===== config.mk =====
export PLATFORM = sky130hd
export DESIGN_NAME = interp_ctrl_flat
export DESIGN_NICKNAME = d
export VERILOG_FILES = /design/src/rtl/interp_ctrl_if.sv /design/src/rtl/interp_ctrl.sv /design/src/flat_wrapper.sv
export SDC_FILE = /design/constraint.sdc
export NUM_CORES = 1
export LEC_CHECK = 0
export BUFFER_PORTS_ARGS = -buffer_cell sky130_fd_sc_hd__buf_2
export CORE_MARGIN = 2
export CORE_UTILIZATION = 56
export CTS_CLUSTER_DIAMETER = 150
export DETAILED_ROUTE_END_ITERATION = 8
export PLACE_DENSITY = 0.92
export SETUP_SLACK_MARGIN = 0.1
export SLEW_MARGIN = 20
export SYNTH_ARGS = -nofsm -noshare
export SYNTH_HDL_FRONTEND = slang
export SYNTH_SLANG_ARGS = --single-unit
export TNS_END_PERCENT = 30

===== constraint.sdc =====
create_clock -name clk -period 2.6 [get_ports clk]
set_input_delay 0.78 -clock clk [delete_from_list [all_inputs] [get_ports clk]]
set_output_delay 0.78 -clock clk [all_outputs]
set_load 0.02 [all_outputs]

===== src/rtl/interp_ctrl_if.sv =====
`default_nettype none
// ------------------------------------------------------------------
// interp_ctrl_if : sample stream and coefficient config bus
// Rev 1.0
// ------------------------------------------------------------------
interface interp_ctrl_if #(
  parameter int DATA_WIDTH      = 5,
  parameter int TAP_COEFF_WIDTH = 5,
  parameter int NUM_TAPS        = 2
);
  localparam int c_addr_w = (NUM_TAPS > 1) ? $clog2(NUM_TAPS) : 1;

  logic                       in_valid;
  logic                       in_ready;
  logic [DATA_WIDTH-1:0]      in_data;
  logic                       cfg_wr;
  logic [c_addr_w-1:0]        cfg_addr;
  logic [TAP_COEFF_WIDTH-1:0] cfg_data;
  logic                       cfg_commit;

  modport master (
    output in_valid, in_data, cfg_wr, cfg_addr, cfg_data, cfg_commit,
    input  in_ready
  );

  modport slave (
    input  in_valid, in_data, cfg_wr, cfg_addr, cfg_data, cfg_commit,
    output in_ready
  );
endinterface
`default_nettype wire


===== src/rtl/interp_ctrl.sv =====
`default_nettype none
// ------------------------------------------------------------------
// interp_ctrl : zero-stuffing sequencer and coefficient bank owner
// Rev 1.0
// ------------------------------------------------------------------
module interp_ctrl #(
  parameter int DATA_WIDTH      = 5,
  parameter int TAP_COEFF_WIDTH = 5,
  parameter int NUM_TAPS        = 2,
  parameter int MAX_FACTOR      = 8,
  parameter int FACTOR_WIDTH    = 4,
  parameter int FILT_LATENCY    = 2
) (
  input  logic                                      clk,
  input  logic                                      rst_n,
  input  logic                                      enable_i,
  input  logic [FACTOR_WIDTH-1:0]                   factor_i,
  interp_ctrl_if.slave                              bus,
  output logic [DATA_WIDTH-1:0]                     filt_in_o,
  output logic                                      filt_out_valid_o,
  output logic                                      commit_pending_o,
  output logic [NUM_TAPS-1:0][TAP_COEFF_WIDTH-1:0]  tap_coeffs_o,
  output logic                                      busy_o,
  output logic                                      underrun_o
);

  localparam int c_phase_w = (MAX_FACTOR > 1) ? $clog2(MAX_FACTOR) : 1;
  localparam int c_drain_n = NUM_TAPS + FILT_LATENCY;
  localparam int c_drain_w = $clog2(c_drain_n + 1);
  localparam int c_vld_w   = (FILT_LATENCY > 1) ? FILT_LATENCY : 1;
  localparam logic [c_drain_w-1:0]    c_drain_init = c_drain_w'(c_drain_n - 1);
  localparam logic [FACTOR_WIDTH-1:0] c_max_factor = FACTOR_WIDTH'(MAX_FACTOR);
  localparam logic [FACTOR_WIDTH-1:0] c_one        = FACTOR_WIDTH'(1);

  typedef enum logic [1:0] {
    S_IDLE  = 2'd0,
    S_RUN   = 2'd1,
    S_DRAIN = 2'd2
  } state_e;

  state_e                                   state_q;
  logic [c_phase_w-1:0]                     phase_q;
  logic [c_phase_w-1:0]                     lm1_q;
  logic [c_drain_w-1:0]                     drain_q;
  logic [DATA_WIDTH-1:0]                    filt_in_q;
  logic                                     underrun_q;
  logic                                     commit_pending_q;
  logic [NUM_TAPS-1:0][TAP_COEFF_WIDTH-1:0] shadow_q;
  logic [NUM_TAPS-1:0][TAP_COEFF_WIDTH-1:0] active_q;
  logic [c_vld_w-1:0]                       vld_q;

  logic [FACTOR_WIDTH-1:0] w_leff;
  logic [c_phase_w-1:0]    w_lm1;
  logic                    w_run;
  logic                    w_in_ready;
  logic                    w_accept;
  logic                    w_stall;
  logic                    w_last;
  logic                    w_swap;
  logic                    w_addr_ok;

  // Factor is clamped to 1..MAX_FACTOR; the phase counter stores Leff-1 as its wrap point.
  assign w_leff = (factor_i <= c_one) ? c_one :
                  (factor_i > c_max_factor) ? c_max_factor : factor_i;
  assign w_lm1  = c_phase_w'(w_leff - c_one);

  assign w_run      = (state_q == S_RUN);
  assign w_in_ready = w_run && (phase_q == '0);
  assign w_accept   = w_in_ready && bus.in_valid;
  assign w_stall    = w_in_ready && !bus.in_valid;
  assign w_last     = (phase_q == lm1_q);
  assign w_swap     = commit_pending_q && ((state_q == S_IDLE) || w_accept);
  assign w_addr_ok  = (32'(bus.cfg_addr) < 32'(NUM_TAPS));

  always_ff @(posedge clk or negedge rst_n) begin
    if (!rst_n) begin
      state_q    <= S_IDLE;
      phase_q    <= '0;
      lm1_q      <= '0;
      drain_q    <= '0;
      filt_in_q  <= '0;
      underrun_q <= 1'b0;
    end else begin
      case (state_q)
        S_IDLE: begin
          filt_in_q <= '0;
          phase_q   <= '0;
          if (enable_i) begin
            state_q    <= S_RUN;
            lm1_q      <= w_lm1;
            underrun_q <= 1'b0;
          end
        end
        S_RUN: begin
          filt_in_q <= w_accept ? bus.in_data : '0;
          if (w_stall) begin
            underrun_q <= 1'b1;
          end else begin
            phase_q <= w_last ? '0 : phase_q + c_phase_w'(1);
          end
          // A stall at phase 0 is also a period boundary, so enable is honoured there.
          if (!enable_i && (w_stall || w_last)) begin
            state_q <= S_DRAIN;
            drain_q <= c_drain_init;
          end
        end
        S_DRAIN: begin
          filt_in_q <= '0;
          if (drain_q == '0) begin
            state_q <= S_IDLE;
          end else begin
            drain_q <= drain_q - c_drain_w'(1);
          end
        end
        default: state_q <= S_IDLE;
      endcase
    end
  end

  // A commit arriving in the swap cycle stays pending for the next boundary.
  always_ff @(posedge clk or negedge rst_n) begin
    if (!rst_n) begin
      shadow_q         <= '0;
      active_q         <= '0;
      commit_pending_q <= 1'b0;
    end else begin
      if (bus.cfg_wr && w_addr_ok) begin
        shadow_q[bus.cfg_addr] <= bus.cfg_data;
      end
      if (w_swap) begin
        active_q <= shadow_q;
      end
      if (bus.cfg_commit) begin
        commit_pending_q <= 1'b1;
      end else if (w_swap) begin
        commit_pending_q <= 1'b0;
      end
    end
  end

  generate
    if (FILT_LATENCY <= 1) begin : g_vld_single
      always_ff @(posedge clk or negedge rst_n) begin
        if (!rst_n) vld_q <= '0;
        else        vld_q <= w_run;
      end
    end else begin : g_vld_chain
      always_ff @(posedge clk or negedge rst_n) begin
        if (!rst_n) vld_q <= '0;
        else        vld_q <= {vld_q[c_vld_w-2:0], w_run};
      end
    end
  endgenerate

  assign bus.in_ready      = w_in_ready;
  assign filt_in_o         = filt_in_q;
  assign filt_out_valid_o  = vld_q[c_vld_w-1];
  assign commit_pending_o  = commit_pending_q;
  assign tap_coeffs_o      = active_q;
  assign busy_o            = (state_q != S_IDLE);
  assign underrun_o        = underrun_q;

endmodule
`default_nettype wire


===== src/flat_wrapper.sv =====
// flat-port wrapper written by rule: the top's interface ports become plain ports
module interp_ctrl_flat 
#(
  parameter int DATA_WIDTH      = 5,
  parameter int TAP_COEFF_WIDTH = 5,
  parameter int NUM_TAPS        = 2,
  parameter int MAX_FACTOR      = 8,
  parameter int FACTOR_WIDTH    = 4,
  parameter int FILT_LATENCY    = 2
)
  (clk, rst_n, enable_i, factor_i, filt_in_o, filt_out_valid_o, commit_pending_o, tap_coeffs_o, busy_o, underrun_o, bus_in_valid, bus_in_data, bus_cfg_wr, bus_cfg_addr, bus_cfg_data, bus_cfg_commit, bus_in_ready);
  interp_ctrl_if #(.DATA_WIDTH(DATA_WIDTH), .TAP_COEFF_WIDTH(TAP_COEFF_WIDTH), .NUM_TAPS(NUM_TAPS)) bus_i ();
  input  logic clk;
  input  logic rst_n;
  input  logic enable_i;
  input  logic [FACTOR_WIDTH-1:0] factor_i;
  output logic [DATA_WIDTH-1:0] filt_in_o;
  output logic filt_out_valid_o;
  output logic commit_pending_o;
  output logic [NUM_TAPS-1:0][TAP_COEFF_WIDTH-1:0] tap_coeffs_o;
  output logic busy_o;
  output logic underrun_o;
  input wire logic [$bits(bus_i.in_valid)-1:0] bus_in_valid;
  input wire logic [$bits(bus_i.in_data)-1:0] bus_in_data;
  input wire logic [$bits(bus_i.cfg_wr)-1:0] bus_cfg_wr;
  input wire logic [$bits(bus_i.cfg_addr)-1:0] bus_cfg_addr;
  input wire logic [$bits(bus_i.cfg_data)-1:0] bus_cfg_data;
  input wire logic [$bits(bus_i.cfg_commit)-1:0] bus_cfg_commit;
  output wire logic [$bits(bus_i.in_ready)-1:0] bus_in_ready;
  assign bus_i.in_valid = bus_in_valid;
  assign bus_i.in_data = bus_in_data;
  assign bus_i.cfg_wr = bus_cfg_wr;
  assign bus_i.cfg_addr = bus_cfg_addr;
  assign bus_i.cfg_data = bus_cfg_data;
  assign bus_i.cfg_commit = bus_cfg_commit;
  assign bus_in_ready = bus_i.in_ready;
  interp_ctrl #(.DATA_WIDTH(DATA_WIDTH), .TAP_COEFF_WIDTH(TAP_COEFF_WIDTH), .NUM_TAPS(NUM_TAPS), .MAX_FACTOR(MAX_FACTOR), .FACTOR_WIDTH(FACTOR_WIDTH), .FILT_LATENCY(FILT_LATENCY)) u_core (.clk(clk), .rst_n(rst_n), .enable_i(enable_i), .factor_i(factor_i), .bus(bus_i), .filt_in_o(filt_in_o), .filt_out_valid_o(filt_out_valid_o), .commit_pending_o(commit_pending_o), .tap_coeffs_o(tap_coeffs_o), .busy_o(busy_o), .underrun_o(underrun_o));
endmodule

==> results.cfg <==
[status]
run_status = completed

[synthesis]
postSynth.asyncResetShare_pct = 100
ys_dominant_reg_cell = sky130_fd_sc_hd__dfrtp_1
netlist-cell-type-count = 28
yosys.area.top_type = sky130_fd_sc_hd__dfrtp_1
ys_top_cells_by_area = sky130_fd_sc_hd__dfrtp_1 58%, sky130_fd_sc_hd__mux2_2 14%, sky130_fd_sc_hd__ha_1 3.6%
post-synth-top-area-fraction_pct = 57.8
avgSynthCellArea_sq_um = 13.0
synth_fp_nets = 159
synth_top_cells_by_count = 40 x sky130_fd_sc_hd__dfrtp_1, 21 x sky130_fd_sc_hd__mux2_2, 9 x sky130_fd_sc_hd__inv_1, 9 x sky130_fd_sc_hd__nor2_1
postSynthCellCount = 133
syn_area_sq_mm = 0.00173
synth_enable_flop_cells = 0
ys_seq_elements = 40
most_frequent_cell_after_synthesis = sky130_fd_sc_hd__dfrtp_1
yosys_warnings = 0
seq_area_frac_synth_pct = 57.8

[clocking]
clock_path_buffers = 2
buffers_inserted_by_post_cts_timing_repair = 0
clockRootBuffer = sky130_fd_sc_hd__clkbuf_4
numClockSinks = 40
h-tree-depth = 2
postCtsResizedCells = 0
cts.clk_slew.worst_paths_ns = 0.11
cts_tree = done
cts-buffers-inserted = 5
number_of_buffers_inserted_by_hold_repair_at_cts = 0
worst_skew_pair.late_latency_ns = 0.34

[setup_path]
worstPathArrival_ns = 1.51
crit_buf_inv = 1
endpoint_kind = primary output
crit_path_max_incr_delay_ns = 0.65
startpoint_class_of_the_critical_path = flop
crit_slowest_cell = sky130_fd_sc_hd__dfrtp_1
reg2reg_to = u_core.tap_coeffs_o[4]$_DFFE_PN0P_
timing.critical_path.max_delay_family = flip-flops
setup_slack_reg_to_reg_ns = 0.83
setup.worst_path.class = reg2out
critPathMaxFanout = 13
worst-endpoint-required_ns = 1.82
r2r_path_start = u_core.phase_q[0]$_DFFE_PN0P_
cp_cell_sequence = and4bb_2 -> buf_2
r2r.worst_path.cells = 5

[sta]
worst_pin_slew_ns = 0.847
fin_ws_ns = 0.308
slew_headroom_pct = 43.6
fmax_mhz = 436
fin_setup_tns_ns = 0
finalHoldViolations = 0
post-route-period-util_pct = 88.2
timing.final.setup_violations = 0
grt_setup_unrepaired = no
final.min_clock_period_ns = 2.29
timing.clock.skew_ns = 0.00876
timing_max_transition_violations_final = 0

[die]
ioPinCount = 41
floorplan.initialDensity_pct = 57.7
core.rowCount = 20
core_area_sq_mm = 0.00300
design.die.area_sq_mm = 0.00355
fp.dieH_um = 59.6
die-width_um = 59.6

[power_and_ir_drop]
comb_power_share_pct = 42.0
power_switching_uw = 891
power-per-cell-area_mw_per_mm2 = 1140
part_of_the_power_in_the_clock_network_pct = 14.1
vdd_drop_max_mv = 0.700
switching_share_pct = 38.8
internal_uw = 1410
total_chip_power_uw = 2300
pwr-share-seq_pct = 43.9
power.leakage_uw = 0.000972

[min_path]
endpoint_worst_hold = u_core.vld_q[1]$_DFF_PN0_
whs_path_depth = 0
hold_start = u_core.vld_q[0]$_DFF_PN0_
holdCritPathClass = reg2reg

[global_routing]
first_global_vias = 1179
grt_start_max_net_pins = 41
grt.overflow.total = 0
grt_first_pass_wirelength_um = 5300
grt_util_all_layers_pct = 20.7
number_of_antenna_violations_at_the_first_check_in_global_routing = 0

[layout]
final_net_count = 204
insertedDiodeCount = 0
fraction_of_layout_cells_with_a_size_suffix_above_1_pct = 41.3
regArea_sq_mm = 0.00100
syn2layout_area_growth_pct = 16.6
multiInputGateArea_sq_um = 684
fill_cells = 230
finalCoreUtilization_pct = 67.3

[drt]
num_vias = 1186
ant_nets = 0
drc = 0
initialDrtViolationCount = 35
post_drt_wl_per_cell_um = 15.0
route.final.wire_length_um = 3180
viasPerCell = 5.59
detailed_router_iteration_count_before_antenna_repair = 4

[place]
preCtsSetupSlack_ns = 0.674
gp_congestion = 0.873
dp.final_hpwl_um = 2400
port_buffers = 40

[job]
drv_cap = 0
cells in the final DEF (no fill, tap or decap), drive strengths merged:
master   n
and2     1
o21bai   2
and4bb   1
nand3    3
nand2    6
a211o    1
mux2i    3
dfrtp   40
nand4    1
nor3b    2
a22oi    1
or2      1
a32o     5
nor2     9
xnor2    4
nor2b    3
a21oi    5
buf     40
o21ai    4
nand3b   1
ha       5
mux2    21
inv      9
clkbuf   8
nand2b   3
per-stage QoR:
stage          instances  instance area, sq um  hold WS [ns]
3_3_place_gp         204                  1960         0.334
5_1_grt              212                  2020         0.387
2_1_floorplan        133                  1730         0.331
3_5_place_dp         204                  1960         0.337
4_1_cts              212                  2020         0.353
6_report             212                  2020         0.348
registers in the layout (all words and copies together) (netlist names), 2 cells and up:
| signal | count |
|---|---|
| u_core.phase_q | 3 |
| u_core.shadow_q | 10 |
| u_core.vld_q | 2 |
| u_core.state_q | 2 |
| u_core.filt_in_o | 5 |
| u_core.drain_q | 3 |
| u_core.tap_coeffs_o | 10 |
| u_core.lm1_q | 3 |
cells by family after synthesis:
kind of cell	synth area share, %
simple gates	10.2
compound gates	8.31
flops	57.8
xor+xnor	2.02
buf+inv	2.67
mux	15.4
fa+ha+maj	3.61
per-layer routing:
layer,part of all wire [%],wire [um],global-route usage (%)
met3,7.1,225,6.11
met1,40,1280,23.9
met2,52,1650,35.8
met5,0,0,0
met4,0.82,26,8.57
power groups by stage:
stage          Sequential [uW]  Clock, uW  Combinational (uW)
6_report                  1010        325                 965
2_1_floorplan             1110          0                 594
4_1_cts                   1010        332                 977
3_3_place_gp              1010          0                 924
5_1_grt                   1040        357                1060
3_5_place_dp              1020          0                 974
layout make-up:
class | count | area share (%)
repair buffers | 40 | 9.91
flip-flops and latches | 40 | 49.6
well taps | 33 | 2.04
inverters | 9 | 1.67
clock buffers | 8 | 2.91
multi-input cells | 82 | 33.9
worst reg2reg max path, delay by kind of cell, from the launching register on:
kind	cells	cell delay, ns
simple gates	1	0.16
flops	1	0.43
buf+inv	1	0.10
fa+ha+maj	1	0.18
compound gates	1	0.39
mux	1	0.39
how the worst max path moves through the flow:
stage | from | endpoint | slack, ns | cells after the start
3_5_place_dp | bus_in_valid | u_core.tap_coeffs_o[4]$_DFFE_PN0P_ | 0.67 | 4
5_1_grt | u_core.state_q[0]$_DFFE_PN0P_ | bus_in_ready | 0.22 | 2
3_3_place_gp | bus_in_valid | u_core.tap_coeffs_o[8]$_DFFE_PN0P_ | 0.73 | 4
6_report | u_core.state_q[0]$_DFFE_PN0P_ | bus_in_ready | 0.31 | 2
4_1_cts | u_core.phase_q[0]$_DFFE_PN0P_ | bus_in_ready | 0.29 | 4
2_1_floorplan | u_core.phase_q[0]$_DFFE_PN0P_ | bus_in_ready | 0.87 | 3
Power figures use the tool's default switching activity.
